==> config.mk <==
export PLATFORM = sky130hd
export DESIGN_NAME = playback_sequencer
export DESIGN_NICKNAME = d
export VERILOG_FILES = /design/src/rtl/playback_sequencer.sv
export SDC_FILE = /design/constraint.sdc
export NUM_CORES = 1
export LEC_CHECK = 0
export CAP_MARGIN = 40
export CORE_UTILIZATION = 45
export CTS_CLUSTER_DIAMETER = 30
export DETAILED_ROUTE_END_ITERATION = 6
export PLACE_DENSITY = 0.75
export SLEW_MARGIN = 20
export SYNTH_ARGS = -nofsm -noshare
export SYNTH_HDL_FRONTEND = slang
export SYNTH_SLANG_ARGS = --single-unit
==> constraint.sdc <==
create_clock -name clk -period 9.1 [get_ports clk]
set_clock_uncertainty 0.15 [all_clocks]
set_input_delay 1.82 -clock clk [delete_from_list [all_inputs] [get_ports clk]]
set_output_delay 1.82 -clock clk [all_outputs]
set_load 0.01 [all_outputs]
==> src/rtl/playback_sequencer.sv <==
// Playback control for the note datapath: steps through stored note slots, times each note
// and its trailing gap, gates the tone output, and supports looping, tempo scaling and abort.
module playback_sequencer #(
    parameter int unsigned NOTE_TICKS = 12500000,
    parameter int unsigned GAP_TICKS  = 1250000,
    parameter int unsigned NUM_SLOTS  = 16
) (
    input  logic       clk,
    input  logic       reset,
    input  logic       start,
    input  logic       stop,
    input  logic       loop_en,
    input  logic [4:0] note_count,
    input  logic [1:0] tempo_sel,
    output logic       ld_play,
    output logic       next_note_en,
    output logic [3:0] note_counter,
    output logic       tone_en,
    output logic       busy,
    output logic       done
);

    typedef enum logic [2:0] {StIdle, StLoad, StHold, StGap, StDone} state_e;

    localparam logic [4:0]  MaxSlots  = 5'(NUM_SLOTS);
    localparam logic [31:0] NoteTicks = 32'(NOTE_TICKS);
    localparam logic [31:0] GapLast   = (GAP_TICKS == 0) ? 32'd0 : 32'(GAP_TICKS - 1);
    localparam bit          HasGap    = (GAP_TICKS != 0);

    state_e      state_q, state_d;
    logic [3:0]  index_q, index_d;
    logic [4:0]  cnt_q, cnt_d;
    logic [31:0] dur_q, dur_d;
    logic [31:0] ctr_q, ctr_d;

    logic [4:0]  count_clamped;
    logic [31:0] dur_sel;
    logic        advance;
    logic        last_slot;

    assign count_clamped = (note_count > MaxSlots) ? MaxSlots : note_count;
    assign last_slot     = ({1'b0, index_q} == (cnt_q - 5'd1));

    always_comb begin
        unique case (tempo_sel)
            2'b00:   dur_sel = NoteTicks;
            2'b01:   dur_sel = NoteTicks << 1;
            2'b10:   dur_sel = NoteTicks >> 1;
            default: dur_sel = NoteTicks >> 2;
        endcase
    end

    always_comb begin
        state_d      = state_q;
        index_d      = index_q;
        cnt_d        = cnt_q;
        dur_d        = dur_q;
        ctr_d        = ctr_q;
        advance      = 1'b0;
        ld_play      = 1'b0;
        next_note_en = 1'b0;
        tone_en      = 1'b0;
        done         = 1'b0;

        unique case (state_q)
            StIdle: begin
                index_d = 4'd0;
                if (start && !stop) begin
                    cnt_d   = count_clamped;
                    state_d = (count_clamped == 5'd0) ? StDone : StLoad;
                end
            end
            StLoad: begin
                ld_play      = 1'b1;
                next_note_en = 1'b1;
                dur_d        = dur_sel;
                ctr_d        = 32'd0;
                state_d      = StHold;
            end
            StHold: begin
                ld_play = 1'b1;
                tone_en = 1'b1;
                if (ctr_q == dur_q - 32'd1) begin
                    ctr_d = 32'd0;
                    if (HasGap) state_d = StGap;
                    else        advance = 1'b1;
                end else begin
                    ctr_d = ctr_q + 32'd1;
                end
            end
            StGap: begin
                ld_play = 1'b1;
                if (ctr_q == GapLast) begin
                    ctr_d   = 32'd0;
                    advance = 1'b1;
                end else begin
                    ctr_d = ctr_q + 32'd1;
                end
            end
            StDone: begin
                done    = 1'b1;
                state_d = StIdle;
            end
            default: state_d = StIdle;
        endcase

        // Advance straight into the next LOAD so consecutive notes have no idle cycle.
        if (advance) begin
            if (!last_slot) begin
                index_d = index_q + 4'd1;
                state_d = StLoad;
            end else if (loop_en) begin
                index_d = 4'd0;
                state_d = StLoad;
            end else begin
                state_d = StDone;
            end
        end

        if (stop && (state_q == StLoad || state_q == StHold || state_q == StGap)) begin
            state_d = StIdle;
            index_d = 4'd0;
            ctr_d   = 32'd0;
        end
    end

    assign note_counter = index_q;
    assign busy         = ld_play;

    always_ff @(posedge clk) begin
        if (reset) begin
            state_q <= StIdle;
            index_q <= 4'd0;
            cnt_q   <= 5'd0;
            dur_q   <= 32'd0;
            ctr_q   <= 32'd0;
        end else begin
            state_q <= state_d;
            index_q <= index_d;
            cnt_q   <= cnt_d;
            dur_q   <= dur_d;
            ctr_q   <= ctr_d;
        end
    end

endmodule

==> run metrics <==
core box area=~0.0083 sq mm; Synth Area per Inst=around 7.4 sq um; 1st-iter DRT viols=309; grt ovf=0; CTS Buffer Depth=2; final hold violations=0; Pint=between 0.5 and 0.6 mW; HP Class=register to register; max-slew violation count=0; vias after detailed routing=3918; multi-input logic area=0.00254 sq mm; CTS tree=built; Critical Path End=next_note_en; ys async rst share=0%; reg-to-reg startpoint=dur_q[8]$_SDFFE_PP0P_; site row count=33; IO buf count=20; Min Clock Period, post-route=between 4 and 5 ns; TritonCTS Buffers=5; Setup Fix Bufs, Post-CTS=0; count of cell types in the netlist=between 60 and 70; DRC viols=0; placed instance count=around 620; RSZ-0062 raised after global routing=no; initial antenna violation count=0; maximum clock rate=0.235 GHz; Routability Congestion=between 0.9 and 1; die width=95.1 um; DRT Wirelength=10100 um; Die Area=roughly 0.009 sq mm; drt pass-1 iters=5; post-route cell area=0.00418 sq mm; Antenna diodes=0; Post-Syn Instances=~530; largest net degree at the start of global routing=a little over 40; VDD IR max=roughly 0.15 mV; Tcrit/Tclk final=a little under half; Worst EP required=between 7 and 8 ns; worst-skew pair later-pin latency=0.33 ns; Worst-Margin Slew=0.729 ns; commonest non-fill, non-tap cell in the layout=nand2_1; Layout Area Growth over Synthesis=7.19%; Die Ht=95.1 um; share of power burned in registers=34.5%; total of warnings raised by yosys=0; Switching Share=between 40% and 50%; buffers and inverters on the worst path=2; overall power=~0.91 mW; startpoint types=register; max cap viols=0; Final TNS setup=0 ns; Yosys top cell area share=28.8%; CP arrival=between 2 and 2.5 ns; crit path max fanout=15; worst reg2reg setup slack=about 5.3 ns; Clk network pwr share=between 15 and 20%; status=finished clean; Comb pwr share=between 40% and 50%; static leakage=between 1 and 1.5 nW; nets=around 540; most frequent cells in the layout=71 x nand2_1, 56 x dfxtp_1, 53 x nor2_1; pre-CTS setup slack=just under 5 ns; layout cell share with drive strength beyond 1=under 10%; Synth Flop Type=dfxtp_1; number of flops mapped to enable cells by yosys=0; syn nets=approximately 550; # IOs=21; Power Density=218 mW/mm^2; Crit. End Element=output port; hpwl dp=7500 um; Rel. slew slack=~50%; CP startpoint=state_q[0]$_SDFFE_PP0P_; initial core utilization=a little under half; cts hold-fix bufs=0; Worst Hold Margin=roughly 0.38 ns; register area=~0.0011 sq mm; Slowest cell on crit path=clkdlybuf4s50_1; fin cells=624; vias per inst=between 6 and 7; cts repair resizes=0; Worst-path clk slew=about 0.11 ns; DP Area=0.00408 sq mm; area leader, netlist=dfxtp_1; CTS root buf=clkbuf_8; switching power summed over all nets=a little under 0.4 mW; critical path's largest stage delay=between 0.6 and 0.7 ns; Antenna Violating Nets Remaining=0; Setup violations, final=0; ranking of synthesized cells by area=dfxtp_1 29%, nand2_1 6.8%, nor2_1 5.1%, ha_1 3.5%, xnor2_1 3.4%; WP depth=3; cells along the critical path=or3b_2 -> inv_1 -> clkdlybuf4s50_1; R2R depth=11; Final WS setup=4.85 ns; first-pass GRT wire length=around 17000 um; final core utilization=approximately 50%; Crit Path Category=register to output port; Tot GR Track Use=23.8%; DR WL/cell=16.2 um; fillers=around 800; post-synthesis sequential area ratio=between 20% and 30%; Post-Syn Area=just under 0.004 sq mm; H-tree levels=2; Crit path max-delay family=buffers and inverters; CTS sink count=56; RR Endpoint=ctr_q[22]$_SDFFE_PP0N_; number of global-route vias before repair=~3600; Synth Register Bits=56
[layout make-up]
type / instances / share of cell area (%)
sequential: 56 / 26.8
clock inverter: 2 / 0.330
inverter: 15 / 1.35
clock buffer: 6 / 1.98
tap: 105 / 3.15
timing repair buffer: 24 / 5.42
multi-input combinational: 416 / 60.9
[state kept, by name (all words and copies together) (netlist names)]
name          flops
cnt_q             5
ctr_q            32
dur_q            12
note_counter      4
state_q           3
[cells in the mapped netlist (5+ instances only)]
| cell | n |
|---|---|
| nor3b_1 | 9 |
| clkbuf_1 | 21 |
| and4_1 | 5 |
| and3_1 | 8 |
| nand3_1 | 23 |
| o2111ai_1 | 7 |
| nand2_1 | 71 |
| ha_1 | 11 |
| a21oi_1 | 26 |
| nand2b_1 | 6 |
| nor2_1 | 53 |
| buf_2 | 13 |
| and2_1 | 6 |
| nor4_1 | 11 |
| or2_2 | 5 |
| nor3_1 | 22 |
| nand4_1 | 11 |
| a41oi_1 | 10 |
| xor2_1 | 12 |
| o21ai_0 | 16 |
| inv_1 | 15 |
| mux2i_1 | 5 |
| xnor2_1 | 15 |
| nand3b_1 | 6 |
| or3_1 | 6 |
| dfxtp_1 | 56 |
| a31oi_1 | 17 |
| o22ai_1 | 6 |
[worst reg2reg max path, stage by stage, from the launching register on]
cell and delay (ns):
dfxtp_1 0.47, inv_1 0.14, ha_1 0.25, or3b_2 0.50
nor4_1 0.34, xnor2_1 0.22, nor4_1 0.08, and4_1 0.19
nand4_2 0.08, buf_4 0.36, nand3_1 0.45, o311ai_0 0.43
[cell families after synthesis]
logic type / share of synthesized area [%]
flip-flops: 28.8
AND/OR/NAND/NOR: 35.2
buffers and inverters: 5.91
multiplexers: 1.57
adder cells (fa/ha/maj): 3.53
AO/OA/AOI/OAI: 19.0
XOR/XNOR: 6.07
[per-layer routing]
| layer | GRT usage (%) | share of wire [%] | vias up |
|---|---|---|---|
| li1 | - | - | 1898 |
| met1 | 30.0 | 42 | 1816 |
| met2 | 40.6 | 47 | 166 |
| met3 | 3.35 | 7.4 | 38 |
| met4 | 9.72 | 3.2 | 0 |
| met5 | 0 | 0 | - |
[power groups by stage]
| stage | registers [mW] | logic (mW) | clock network [mW] |
|---|---|---|---|
| 2_1_floorplan | 0.283 | 0.385 | 0 |
| 3_3_place_gp | 0.317 | 0.430 | 0 |
| 3_5_place_dp | 0.318 | 0.444 | 0 |
| 4_1_cts | 0.313 | 0.445 | 0.151 |
| 5_1_grt | 0.318 | 0.493 | 0.160 |
| 6_report | 0.314 | 0.446 | 0.149 |
[how the worst min path moves through the flow]
stage	from	end	slack (ns)	cells past startpoint
after floorplan	ctr_q[31]$_SDFFE_PP0N_	ctr_q[31]$_SDFFE_PP0N_	0.31	1
after global placement	ctr_q[1]$_SDFFE_PP0N_	ctr_q[1]$_SDFFE_PP0N_	0.33	2
after detailed placement	ctr_q[31]$_SDFFE_PP0N_	ctr_q[31]$_SDFFE_PP0N_	0.36	1
after CTS	ctr_q[4]$_SDFFE_PP0N_	ctr_q[4]$_SDFFE_PP0N_	0.38	1
after global routing	ctr_q[4]$_SDFFE_PP0N_	ctr_q[4]$_SDFFE_PP0N_	0.40	1
final	ctr_q[4]$_SDFFE_PP0N_	ctr_q[4]$_SDFFE_PP0N_	0.38	1
No activity file was read; power rests on OpenSTA's default activity.
